**src/rtl/b9_rr_ctrl.sv**
```systemverilog
// b9_rr_ctrl - NCH-channel round-robin grant controller.
//
// Arbitrates between NCH requesters for one shared downstream resource. A
// winner is picked in IDLE by scanning from the round-robin pointer upward,
// wrapping at NCH-1. The winner then holds the grant for hold_max+1 cycles.
// Each cycle with busy_in high adds one cycle to the grant. If the granted
// request drops, the grant is cut short. Every grant ends with one RELEASE
// cycle that pulses done. All outputs come straight from flops.
//
// Optional feature (compile-time macro):
//   B9_RR_PRIORITY_EN - channel 0 wins arbitration whenever it requests,
//                       regardless of the pointer. The pointer update is
//                       unchanged.
//
// Parameters:
//   NCH     number of request channels (2..16, any value)
//   HOLD_W  width of hold counter and hold_max
//   IDW     width of gnt_id, derived as $clog2(NCH)
//
// Ports:
//   clock      in   rising-edge clock
//   reset_n    in   asynchronous active-low reset
//   req        in   [NCH]    per-channel request level, held until serviced
//   busy_in    in   downstream stall, freezes the hold counter
//   hold_max   in   [HOLD_W] grant length minus one, sampled on grant load
//   gnt        out  [NCH]    one-hot grant, zero when idle
//   gnt_valid  out  high while a grant is active (equals |gnt)
//   gnt_id     out  [IDW]    index of granted channel, holds last value
//   done       out  one-cycle pulse in the cycle after a grant ends
//   aborted    out  qualifies done: grant ended because its request dropped
module b9_rr_ctrl #(
  parameter  int NCH    = 4,
  parameter  int HOLD_W = 4,
  localparam int IDW    = $clog2(NCH)
) (
  input  logic              clock,
  input  logic              reset_n,
  input  logic [NCH-1:0]    req,
  input  logic              busy_in,
  input  logic [HOLD_W-1:0] hold_max,
  output logic [NCH-1:0]    gnt,
  output logic              gnt_valid,
  output logic [IDW-1:0]    gnt_id,
  output logic              done,
  output logic              aborted
);

  typedef enum logic [1:0] {
    IDLE    = 2'd0,
    GRANT   = 2'd1,
    RELEASE = 2'd2
  } state_t;

  state_t            state_q, state_d;
  logic [IDW-1:0]    ptr_q, ptr_d;
  logic [HOLD_W-1:0] cnt_q, cnt_d;
  logic [NCH-1:0]    gnt_d;
  logic              gnt_valid_d;
  logic [IDW-1:0]    gnt_id_d;
  logic              done_d;
  logic              aborted_d;

  logic              win_found;
  logic [IDW-1:0]    win_idx;
  logic              end_grant;
  logic              end_abort;

  // Round-robin winner search. The candidate index is formed one bit wider
  // than IDW so that ptr+i can be wrapped by a single subtraction of NCH.
  // This works for NCH values that are not a power of 2.
  always_comb begin
    win_found = 1'b0;
    win_idx   = '0;
    for (int i = 0; i < NCH; i++) begin
      logic [IDW:0]   cand;
      logic [IDW-1:0] cidx;
      cand = {1'b0, ptr_q} + (IDW+1)'(i);
      if (cand >= (IDW+1)'(NCH)) begin
        cand = cand - (IDW+1)'(NCH);
      end
      cidx = cand[IDW-1:0];
      if (!win_found && req[cidx]) begin
        win_found = 1'b1;
        win_idx   = cidx;
      end
    end
`ifdef B9_RR_PRIORITY_EN
    // Channel 0 overrides the rotation whenever it requests.
    if (req[0]) begin
      win_found = 1'b1;
      win_idx   = '0;
    end
`else
`endif
  end

  // Next-state and next-output logic. Registered outputs hold by default.
  // done/aborted default low, so each is high for exactly one cycle.
  always_comb begin
    state_d     = state_q;
    ptr_d       = ptr_q;
    cnt_d       = cnt_q;
    gnt_d       = gnt;
    gnt_valid_d = gnt_valid;
    gnt_id_d    = gnt_id;
    done_d      = 1'b0;
    aborted_d   = 1'b0;
    end_grant   = 1'b0;
    end_abort   = 1'b0;

    unique case (state_q)
      IDLE: begin
        if (win_found) begin
          state_d     = GRANT;
          gnt_d       = NCH'(1) << win_idx;
          gnt_valid_d = 1'b1;
          gnt_id_d    = win_idx;
          cnt_d       = hold_max;
        end
      end

      GRANT: begin
        // The order matters: a dropped request ends the grant even while
        // the downstream is stalled or the counter still has time left.
        if (!req[gnt_id]) begin
          end_grant = 1'b1;
          end_abort = 1'b1;
        end else if (busy_in) begin
          cnt_d = cnt_q;
        end else if (cnt_q == '0) begin
          end_grant = 1'b1;
        end else begin
          cnt_d = cnt_q - HOLD_W'(1);
        end

        if (end_grant) begin
          state_d     = RELEASE;
          gnt_d       = '0;
          gnt_valid_d = 1'b0;
          done_d      = 1'b1;
          aborted_d   = end_abort;
          ptr_d       = (gnt_id == IDW'(NCH-1)) ? '0 : gnt_id + IDW'(1);
        end
      end

      // One cycle only. No arbitration happens here, so the next grant
      // always sees at least one IDLE cycle first.
      RELEASE: begin
        state_d = IDLE;
      end

      default: begin
        state_d = IDLE;
      end
    endcase
  end

  // State and output registers
  always_ff @(posedge clock or negedge reset_n) begin
    if (!reset_n) begin
      state_q   <= IDLE;
      ptr_q     <= '0;
      cnt_q     <= '0;
      gnt       <= '0;
      gnt_valid <= 1'b0;
      gnt_id    <= '0;
      done      <= 1'b0;
      aborted   <= 1'b0;
    end else begin
      state_q   <= state_d;
      ptr_q     <= ptr_d;
      cnt_q     <= cnt_d;
      gnt       <= gnt_d;
      gnt_valid <= gnt_valid_d;
      gnt_id    <= gnt_id_d;
      done      <= done_d;
      aborted   <= aborted_d;
    end
  end

endmodule

```
**config.mk**
```make
export PLATFORM = sky130hd
export DESIGN_NAME = b9_rr_ctrl
export DESIGN_NICKNAME = d
export VERILOG_FILES = /design/src/rtl/b9_rr_ctrl.sv
export SDC_FILE = /design/constraint.sdc
export NUM_CORES = 1
export LEC_CHECK = 0
export ABC_CLOCK_PERIOD_IN_PS = 4380
export CORE_ASPECT_RATIO = 0.9
export CORE_MARGIN = 4
export CORE_UTILIZATION = 52
export DETAILED_ROUTE_END_ITERATION = 8
export PLACE_DENSITY = 0.82
export RECOVER_POWER = 25
export SLEW_MARGIN = 20
export SYNTH_ARGS = -nofsm -noshare
export SYNTH_HDL_FRONTEND = slang
export SYNTH_SLANG_ARGS = --single-unit
```
**constraint.sdc**
```tcl
create_clock -name clock -period 4.38 [get_ports clock]
set_input_delay 1.095 -clock clock [delete_from_list [all_inputs] [get_ports clock]]
set_output_delay 1.095 -clock clock [all_outputs]
set_load 0.01 [all_outputs]
```
==> results list <==
* Run status: complete, no violations
- Entering global routing, the biggest net connects 18 pins.
- Final ANT Viol Nets: 0
* Number of CTS-inserted buffers: 3
* DRC viols: 0
- Static timing analysis puts the maximum clock frequency at 367.7 MHz.
- Global placer's final weighted congestion: 0.7765
- The commonest cells after synthesis are 17 x dfrtp_1, 9 x nand2_1, 6 x nor2_1, 5 x inv_1.
- Warnings, synthesis: 0
- Synthesis produced a netlist whose cell count is 89.
- Startpoint of the tightest hold check path: cnt_q[1]
- Minimum setup slack among reg-to-reg paths: 2.33 ns
* Count of flip-flops with a built-in enable after synthesis: 0
- DIE AREA: 2506 um^2
- The first routing iteration left 14 violations.
- In this run the number of H-tree levels came out at 1.
* Post-Synthesis Net Count: 103
* Initial antenna violation count: 0
- The area growth from synthesis to layout is 25.44%.
- Tightest Pin Transition: 0.7502 ns
- Required time of the critical path: 4.56 ns
- In the finished design, the share of the clock period the worst path needs comes to 62.10%.
- For this design the ratio of total power to cell area is 660.6 nW/um^2.
- In this run the post-CTS setup repair buffer count came out at 0.
- Crit path buffers/inverters: 1
- 1st-pass router iterations: 4
- In this run the deepest clock path goes through 2 buffers.
* Wire length of the first global-routing pass: 3036 um
* Worst Setup Path Type: in -> reg
- After clock tree synthesis, the flow added hold-fix buffers numbering 0.
- Final net count: 125
- Reg-to-reg critical path startpoint: cnt_q[0]
- Most instantiated library cell after synthesis: dfrtp_1
* Number of input and output port buffers inserted: 19
* Tightest slew margin relative to the limit: 49.82%
- In this run the core area contains 14 standard-cell rows.
* Utilization of the core after routing: 68.60%
- After synthesis, the share of flip-flops with an asynchronous set or reset is 100.0%.
- The final hold violation count came to 0.
* Clock slew at the register clock pins of the worst setup and hold paths: 0.10 ns
- PostCTS Resize Cnt: 0
- Final number of setup-violating endpoints: 0
* Lkg Pwr: 0.4909 nW
- After detailed routing, the average wire length per cell comes to 14.20 um.
* VDD IR-drop max: 0.3538 mV
- Across every metal layer, demand over resource in global routing totals 17.29%.
- After synthesis, flip-flops and latches occupy 46.26% of the total area.
- Critical path launch point type: primary input
- Vertical extent of the die: 47.90 um
- Averaged over all synthesized cells, the footprint is 10.33 um^2.
- Post-route setup TNS: 0 ns
* Worst clock skew on the final layout: 0.006204 ns
- The share of synthesized area in the top cell type comes to 46.26%.
* Routed wire length: 1903 um
- Among all stages on the critical path, the largest delay is contributed by mux4_2.
- Compound-Gate Fraction of Synth Area: 16.19%
- The repair_antennas step left the layout with diodes totalling 0.
- Crit Reg-Reg Endpoint: ptr_q[0]
- Along the worst hold path, the cell count comes to 2.
- Dominant combinational cell family by area after synthesis: simple AND/OR/NAND/NOR gates
- Sinks on the clock net: 17
- Cell Area, Synth: 919.6 um^2
- Across the run, the number of max-cap violations was 0.
* Overflow left after global routing: 0
- The largest single stage delay on the critical path is 0.61 ns.
* Worst EP arrival: 2.90 ns
- For this block, the via count after detailed routing is 770.
- Mux share of post-synthesis cell area: 7.619%
* Final Power: 0.7621 mW
- The biggest area contributor in the post-synthesis netlist is dfrtp_1.
* Max-slew violation total from the final report: 0
- Proportion of layout cells with a drive suffix above 1: 12.73%
- For this configuration, the core starts out at a cell density of 54.69%.
- Summing the areas of all fa, ha and maj instances in the mapped netlist gives 4.082% of the synthesized area.
* Main synth FF type: dfrtp_1
- Share of the synthesized netlist area taken by xor and xnor gates: 0%
- Sum of net half-perimeters after detailed placement: 1406 um
- Standard cell core area: 1682 um^2
- Setup repair after global routing left no endpoint under its margin.
- In the routed layout, each cell is associated on average with a via count of 5.746.
* Number of global-route vias before repair: 687
- TritonCTS built the clock tree.
- Simple-gate share of the synthesized area: 22.45%
- Crit-path leading delay family: multiplexers
* Final critical-path required period: 2.720 ns
- Cell chain of the critical path: clkdlybuf4s50_1 -> mux4_2 -> nand3b_2 -> mux2_4 -> a211o_1
- Post-synth cell types: 36
- The clock reaches the later pin of the worst-skew pair after 0.29 ns.
* Ports: 20
- Cell count of the worst reg-to-reg path: 5
- Register bit count reported by yosys: 17
* Crit end category: flop
- Clock root buffer: clkbuf_4
- Top area cells in the synthesized netlist: dfrtp_1 46%, ha_1 4.1%, nand2_1 3.7%, nand2b_1 2.7%, mux2_2 2.4%
* Hold Path Sink: cnt_q[1]
* Maximum fanout along the worst path: 7
- In this run the worst hold path is classified as reg -> reg.
* Die width: 52.33 um
==> tightest hold or removal path: stages (launching register included) <==
cell,delay (ns)
dfrtp_1,0.35
nand3_1,0.07
o211ai_1,0.09
==> metrics by stage <==
stage          setup WS (ns)  hold slack, ns  cell area (um^2)  std cells
2_1_floorplan          1.939          0.4876             919.6         89
3_3_place_gp           1.366          0.5107              1127        130
3_5_place_dp           1.353          0.5244              1127        130
4_1_cts                1.661          0.5448              1154        134
5_1_grt                1.535          0.5636              1154        134
6_report               1.660          0.5385              1154        134
==> logic make-up after synthesis <==
group                      count (synthesis)
AOI/OAI and AO/OA                         20
DFF                                       17
and+or+nand+nor                           37
buffers and inverters                      7
adders and majority gates                  3
muxes                                      5
==> per-layer routing <==
metal / vias to the layer above / global-route usage [%] / share of wire, %
met5: - / 0 / 0
met4: 0 / 6.633 / 1.5
met3: 4 / 8.100 / 5.4
met2: 17 / 27.48 / 48
met1: 379 / 20.70 / 45
li1: 370 / - / -
==> layout make-up <==
type                    count  area [um^2]
clock buffers               4        26.28
fillers                   139        528.0
inverters                   5        18.77
multi-input cells          65        462.9
flip-flops and latches     17        425.4
well taps                  24        30.03
repair buffers             19        190.2
==> flip-flops by register name (all words and copies together), names as in the netlist <==
signal     cells
done           1
aborted        1
state_q        2
gnt_valid      1
gnt_id         2
ptr_q          2
gnt            4
cnt_q          4
==> where the power goes <==
| group | switching, mW | leakage [nW] | total (mW) | internal (mW) |
|---|---|---|---|---|
| sequential | 0.0648 | 0.210 | 0.293 | 0.229 |
| combinational | 0.189 | 0.266 | 0.387 | 0.197 |
| clock | 0.0466 | 0.0150 | 0.0820 | 0.0354 |
==> cell usage in the layout, fill, tap and decap left out <==
| cell type | Yosys | layout |
|---|---|---|
| a211o_1 | 1 | 1 |
| a21oi_1 | 4 | 4 |
| a21oi_4 | 1 | 1 |
| a311oi_1 | 1 | 1 |
| a31o_2 | 2 | 2 |
| a31oi_1 | 1 | 1 |
| and2_1 | 1 | 1 |
| clkbuf_1 | 0 | 1 |
| clkbuf_4 | 0 | 3 |
| clkdlybuf4s50_1 | 0 | 18 |
| dfrtp_1 | 17 | 17 |
| dlygate4sd3_1 | 0 | 1 |
| ha_1 | 3 | 3 |
| inv_1 | 5 | 5 |
| mux2_2 | 2 | 2 |
| mux2_4 | 1 | 1 |
| mux2i_1 | 1 | 1 |
| mux4_2 | 1 | 1 |
| nand2_1 | 9 | 9 |
| nand2b_1 | 4 | 4 |
| nand3_1 | 3 | 3 |
| nand3b_2 | 1 | 1 |
| nand4_1 | 1 | 1 |
| nor2_1 | 6 | 6 |
| nor2b_1 | 1 | 1 |
| nor3_1 | 1 | 1 |
| nor3b_1 | 3 | 3 |
| nor4_1 | 2 | 2 |
| o211ai_1 | 2 | 2 |
| o21ai_0 | 3 | 3 |
| o22ai_1 | 1 | 1 |
| o311ai_0 | 1 | 1 |
| o32ai_1 | 2 | 2 |
| o41ai_1 | 1 | 1 |
| or2_2 | 1 | 1 |
| or3_1 | 1 | 1 |
| or3b_2 | 2 | 2 |
| or4b_1 | 1 | 1 |
==> worst max-delay path by stage <==
stage / from / endpoint / slack (ns) / cells past startpoint
floorplan: req[3] / cnt_q[0] / 1.94 / 4
detailed placement: req[2] / cnt_q[0] / 1.35 / 5
CTS: req[2] / cnt_q[0] / 1.66 / 5
global placement: req[2] / cnt_q[0] / 1.37 / 5
global route: req[0] / gnt[0] / 1.53 / 5
finish: req[2] / cnt_q[0] / 1.66 / 5
No activity file was read; power rests on OpenSTA's default activity.
